File: config.mk
export PLATFORM = sky130hd
export DESIGN_NAME = vram_port_arbiter
export DESIGN_NICKNAME = d
export VERILOG_FILES = /design/src/rtl/vram_port_arbiter.sv
export SDC_FILE = /design/constraint.sdc
export NUM_CORES = 1
export LEC_CHECK = 0
export ABC_CLOCK_PERIOD_IN_PS = 3500
export BUFFER_PORTS_ARGS = -buffer_cell sky130_fd_sc_hd__buf_2
export CAP_MARGIN = 10
export CORE_AREA = 2 2 81 83
export DETAILED_ROUTE_END_ITERATION = 8
export DIE_AREA = 0 0 83 85
export PLACE_DENSITY = 0.71
export SLEW_MARGIN = 20
export SYNTH_ARGS = -nofsm -noshare
export SYNTH_HDL_FRONTEND = slang
export SYNTH_SLANG_ARGS = --single-unit
File: constraint.sdc
create_clock -name CLK -period 3.5 [get_ports CLK]
set_clock_uncertainty 0.05 [all_clocks]
set_input_delay 0.175 -clock CLK [delete_from_list [all_inputs] [get_ports CLK]]
set_output_delay 0.175 -clock CLK [all_outputs]
set_load 0.03 [all_outputs]
File: src/rtl/vram_port_arbiter.sv
// Arbitrates one single-port VRAM between the Avalon host and the display glyph fetch (display first).
// Define VRAM_ARB_STARVE_EN to bound host stall with a starvation counter; otherwise strict display priority.
module vram_port_arbiter #(
  parameter int NUM_WORDS    = 601,
  parameter int STARVE_LIMIT = 8
) (
  input  logic        CLK,
  input  logic        RESET,
  input  logic        AVL_CS,
  input  logic        AVL_READ,
  input  logic        AVL_WRITE,
  input  logic [3:0]  AVL_BYTE_EN,
  input  logic [9:0]  AVL_ADDR,
  input  logic [31:0] AVL_WRITEDATA,
  output logic [31:0] AVL_READDATA,
  output logic        AVL_WAITREQUEST,
  input  logic        DISP_REQ,
  input  logic [9:0]  DISP_ADDR,
  output logic        DISP_GNT,
  output logic        DISP_VALID,
  output logic [31:0] DISP_DATA,
  output logic [9:0]  RAM_ADDR,
  output logic        RAM_WE,
  output logic [3:0]  RAM_BE,
  output logic [31:0] RAM_WDATA,
  input  logic [31:0] RAM_RDATA
);
  typedef enum logic {H_IDLE, H_RD_RET} host_state_t;

  localparam logic [10:0] NUM_WORDS_W = NUM_WORDS[10:0];

  host_state_t state_reg;
  logic        host_oor_reg;
  logic        disp_ret_reg;
  logic        disp_oor_reg;

  logic host_pending;
  logic host_addr_ok;
  logic disp_addr_ok;
  logic starve;
  logic disp_win;
  logic host_win;

  // Read wins over write when the host raises both.
  assign host_pending = AVL_CS & (AVL_READ | AVL_WRITE) & (state_reg == H_IDLE);
  assign host_addr_ok = ({1'b0, AVL_ADDR} < NUM_WORDS_W);
  assign disp_addr_ok = ({1'b0, DISP_ADDR} < NUM_WORDS_W);

`ifdef VRAM_ARB_STARVE_EN
  localparam logic [3:0] STARVE_LIMIT_W = STARVE_LIMIT[3:0];
  logic [3:0] starve_cnt_reg;

  assign starve = (starve_cnt_reg >= STARVE_LIMIT_W);

  // Counts consecutive cycles the waiting host lost to the display; cannot pass the limit
  // because the host wins the cycle after it is reached.
  always_ff @(posedge CLK or posedge RESET) begin
    if (RESET) begin
      starve_cnt_reg <= '0;
    end else if (host_pending && disp_win) begin
      starve_cnt_reg <= starve_cnt_reg + 4'd1;
    end else begin
      starve_cnt_reg <= '0;
    end
  end
`else
  assign starve = 1'b0;
`endif

  assign disp_win = ~RESET & DISP_REQ & ~starve;
  assign host_win = ~RESET & ~disp_win & host_pending;

  always_comb begin
    RAM_ADDR  = '0;
    RAM_WE    = 1'b0;
    RAM_BE    = '0;
    RAM_WDATA = '0;
    if (disp_win) begin
      RAM_ADDR = DISP_ADDR;
      RAM_BE   = 4'hF;
    end else if (host_win) begin
      RAM_ADDR = AVL_ADDR;
      if (AVL_READ) begin
        RAM_BE = 4'hF;
      end else begin
        RAM_WE    = host_addr_ok;
        RAM_BE    = AVL_BYTE_EN;
        RAM_WDATA = AVL_WRITEDATA;
      end
    end
  end

  assign DISP_GNT   = disp_win;
  assign DISP_VALID = disp_ret_reg;
  assign DISP_DATA  = (disp_ret_reg && !disp_oor_reg) ? RAM_RDATA : 32'd0;

  assign AVL_READDATA = (state_reg == H_RD_RET && !host_oor_reg) ? RAM_RDATA : 32'd0;

  always_comb begin
    if (RESET) begin
      AVL_WAITREQUEST = 1'b1;
    end else if (state_reg == H_RD_RET) begin
      AVL_WAITREQUEST = 1'b0;
    end else begin
      AVL_WAITREQUEST = host_pending & ~(host_win & ~AVL_READ);
    end
  end

  always_ff @(posedge CLK or posedge RESET) begin
    if (RESET) begin
      state_reg    <= H_IDLE;
      host_oor_reg <= 1'b0;
      disp_ret_reg <= 1'b0;
      disp_oor_reg <= 1'b0;
    end else begin
      disp_ret_reg <= disp_win;
      disp_oor_reg <= ~disp_addr_ok;
      case (state_reg)
        H_IDLE: begin
          if (host_win && AVL_READ) begin
            state_reg    <= H_RD_RET;
            host_oor_reg <= ~host_addr_ok;
          end
        end
        H_RD_RET: state_reg <= H_IDLE;
        default:  state_reg <= H_IDLE;
      endcase
    end
  end
endmodule

==> results.rst <==
.. list-table::
   :header-rows: 1

   * - Metric
     - Value
   * - Status
     - finished clean
   * - Endpoints failing setup
     - 0
   * - Clock transition time at the flip-flop clock pins of the worst setup and hold paths
     - 30 ps
   * - Setup Buffers After CTS
     - 0
   * - Post-synthesis sequential area ratio
     - 0.0945
   * - Top fanout value on the critical path
     - 33
   * - Most used cell along the critical path
     - sky130_fd_sc_hd__buf_2
   * - Number of buffers inserted during clock tree synthesis
     - 3
   * - Pleak
     - 1.46 nW
   * - Origin of the worst setup path
     - RESET
   * - Post-layout minimum cycle time
     - 2220 ps
   * - CTS root buffer
     - sky130_fd_sc_hd__clkbuf_8
   * - Total placed cells including tap cells
     - 429
   * - Synth Warn #
     - 0
   * - PD cells
     - 165 mW/mm^2
   * - Number of antenna violations at the first check in global routing
     - 0
   * - Detailed-route DRC error count
     - 0
   * - Core outline area
     - 0.00620 mm^2
   * - Total global routing overflow
     - 0
   * - First-pass GRT wire length
     - 7.62 mm
   * - Detailed-routing iteration count for the pre-antenna-repair pass
     - 4
   * - Unrepaired setup endpoints after global routing
     - false
   * - Slew margin rel.
     - 0.502
   * - Synthesis-to-finish area growth
     - 107%
   * - Initial Utilization
     - 0.171
   * - Worst Min Path Start
     - DISP_ADDR[9]
   * - Max-capacitance violation count
     - 0
   * - Max frequency
     - 451 MHz
   * - Slowest CP cell
     - sky130_fd_sc_hd__dlygate4sd3_1
   * - Rows
     - 29
   * - Number of instances in the synthesized netlist
     - 155
   * - Cell Chain, Critical Path
     - dlygate4sd3_1, buf_2, nor4b_4, and3b_4, nor2b_1, buf_2
   * - CP Capture Type
     - output port
   * - Launch instance of the worst register-to-register path
     - state_reg
   * - Class of the most critical hold timing path
     - primary input to register
   * - Post-route cell area
     - 0.00219 mm^2
   * - Worst endpoint required time
     - 3270 ps
   * - Area of the mapped netlist
     - 0.00106 mm^2
   * - Tcrit/Tclk final
     - 0.634
   * - Worst-Margin Slew
     - 745 ps
   * - Final GP Congestion
     - 0.820
   * - Data arrival at the endpoint of the critical path
     - 1990 ps
   * - Distinct cells, synth
     - 23
   * - CP delay by family, top
     - simple AND/OR/NAND/NOR gates
   * - Number of max-slew violations in the final report
     - 0
   * - CTS tree
     - done
   * - Die span in y
     - 85 um
   * - Type of element launching the critical path
     - primary input
   * - Number of top-level pins
     - 208
   * - Die extent in x
     - 83 um
   * - Placed Instance Area
     - 0.00214 mm^2
   * - Latest clock arrival within the worst-skew pair
     - 210 ps
   * - Number of global-route vias before repair
     - 1646
   * - Post-synthesis sequential element count
     - 4
   * - Worst Hold Slack
     - 155 ps
   * - Number of nets with antenna violations after routing
     - 0
   * - Global-route usage over all layers
     - 0.124
   * - Total Negative Setup Slacks
     - 0 ps
   * - Half-perimeter wire length after placement
     - 4.35 mm
   * - Buffering stage count on the worst path with inverters included
     - 3
   * - Worst supply voltage drop on vdd
     - 0.145 mV
   * - Vias/cell
     - 4.05
   * - Slowest cell delay on critical path
     - 540 ps
   * - Final standard cell count with taps included and fillers excluded
     - 433
   * - CTS sink count
     - 4
   * - Post-Syn Nets
     - 249
   * - IO buf count
     - 207
   * - Average footprint of a synthesized cell
     - 6.84 um^2
   * - Largest net degree at the start of global routing
     - 34
   * - Die area
     - 0.00706 mm^2
   * - Starting DRC count in detailed routing
     - 27
   * - Setup CP Type
     - primary input to output port
   * - Routed via count
     - 1752
   * - Count of final hold-check violations
     - 0
   * - Final net count
     - 452
   * - Maximum root-to-sink buffer count
     - 2
   * - H-Tree Depth
     - 1
   * - Wire length after detailed routing
     - 4.87 mm
   * - Count of inserted antenna diode cells
     - 0
   * - Post-DR wirelength/cell
     - 11.2 um
   * - Fraction of final layout cells sized beyond drive strength 1
     - 0.604
-- kinds of logic after synthesis --
kind of cell           Yosys count  share of synthesized area
multiplexers                     1                     0.0106
buffers and inverters           15                     0.0756
flip-flops                       4                     0.0945
AND/OR/NAND/NOR                112                      0.667
AO/OA/AOI/OAI                   23                      0.152
-- cell usage after synthesis (all sizes together) --
master	n	area (um^2)
and2	97	607
a22o	9	78.8
clkbuf	8	30.0
o21ai	7	35.0
buf	4	38.8
dfrtp	4	100
nor2	4	15.0
inv	3	11.3
nor2b	3	18.8
a21oi	2	10.0
nand2	2	7.51
nor3	2	10.0
a211oi	1	7.51
and3b	1	12.5
mux2	1	11.3
nand2b	1	6.26
nand4	1	6.26
nor4b	1	23.8
o21a	1	7.51
o22ai	1	6.26
o311ai	1	8.76
o31ai	1	7.51
-- layout make-up --
type / instances / area [um^2]
fill: 672 / 4020
tap: 77 / 96.3
sequential: 4 / 100
multi-input combinational: 136 / 880
inverter: 3 / 11.3
clock buffer: 3 / 41.3
timing repair buffer: 210 / 1060
-- power by group --
group / internal (W) / switching, W
clock: 0.0000731 / 0.0000210
combinational: 0.0000852 / 0.000128
sequential: 0.0000512 / 0.00000213
total: 0.000209 / 0.000152
-- worst register-to-register path: stages (launching register included) --
cell,delay (ps)
sky130_fd_sc_hd__dfrtp_1,390
sky130_fd_sc_hd__nor4b_4,290
sky130_fd_sc_hd__and2_1,200
sky130_fd_sc_hd__mux2_2,330
-- metal layers --
metal | share of wire | wire [um] | up-vias | GRT usage
li1 | - | - | 901 | -
met1 | 0.40 | 1930 | 774 | 0.146
met2 | 0.52 | 2540 | 75 | 0.231
met3 | 0.077 | 376 | 2 | 0.0340
met4 | 0.0043 | 21 | 0 | 0.0164
met5 | 0 | 0 | - | 0
-- cell usage in the layout (no fill, tap or decap) --
| cell | count |
|---|---|
| sky130_fd_sc_hd__a211oi_1 | 1 |
| sky130_fd_sc_hd__a21oi_1 | 2 |
| sky130_fd_sc_hd__a22o_1 | 9 |
| sky130_fd_sc_hd__and2_1 | 97 |
| sky130_fd_sc_hd__and3b_4 | 1 |
| sky130_fd_sc_hd__buf_2 | 207 |
| sky130_fd_sc_hd__buf_4 | 2 |
| sky130_fd_sc_hd__clkbuf_8 | 3 |
| sky130_fd_sc_hd__dfrtp_1 | 4 |
| sky130_fd_sc_hd__dlygate4sd3_1 | 1 |
| sky130_fd_sc_hd__inv_1 | 3 |
| sky130_fd_sc_hd__mux2_2 | 1 |
| sky130_fd_sc_hd__nand2_1 | 2 |
| sky130_fd_sc_hd__nand2b_1 | 1 |
| sky130_fd_sc_hd__nand4_1 | 1 |
| sky130_fd_sc_hd__nor2_1 | 4 |
| sky130_fd_sc_hd__nor2b_1 | 3 |
| sky130_fd_sc_hd__nor3_1 | 2 |
| sky130_fd_sc_hd__nor4b_4 | 1 |
| sky130_fd_sc_hd__o21a_1 | 1 |
| sky130_fd_sc_hd__o21ai_0 | 7 |
| sky130_fd_sc_hd__o22ai_1 | 1 |
| sky130_fd_sc_hd__o311ai_0 | 1 |
| sky130_fd_sc_hd__o31ai_1 | 1 |
-- path summary, 6_finish.rpt --
path | to | slack (ps) | cells after the start
setup reg to reg | host_oor_reg | 2120 | 3
max in group asynchronous | disp_oor_reg | 2820 | 3
hold / removal | disp_oor_reg | 150 | 3
hold reg to reg | host_oor_reg | 460 | 1
min in group asynchronous | state_reg | 400 | 3
setup / recovery | RAM_WE | 1280 | 6
-- repair_timing --
| action | 4_1_cts | 5_1_grt |
|---|---|---|
| endpoints found under the hold margin | 4 | 0 |
| hold buffers | 1 | 0 |
| gates resized for setup | 0 | 0 |
-- metrics by stage --
step           setup slack, ps   util  power [W]
6_report                  1280  0.353   0.000361
5_1_grt                   1170  0.353   0.000384
4_1_cts                   1280  0.353   0.000366
3_5_place_dp              1550  0.345   0.000268
3_3_place_gp              1600  0.345   0.000265
2_1_floorplan             1710      -   0.000173
Note: power is estimated with default switching activity, not from simulation.
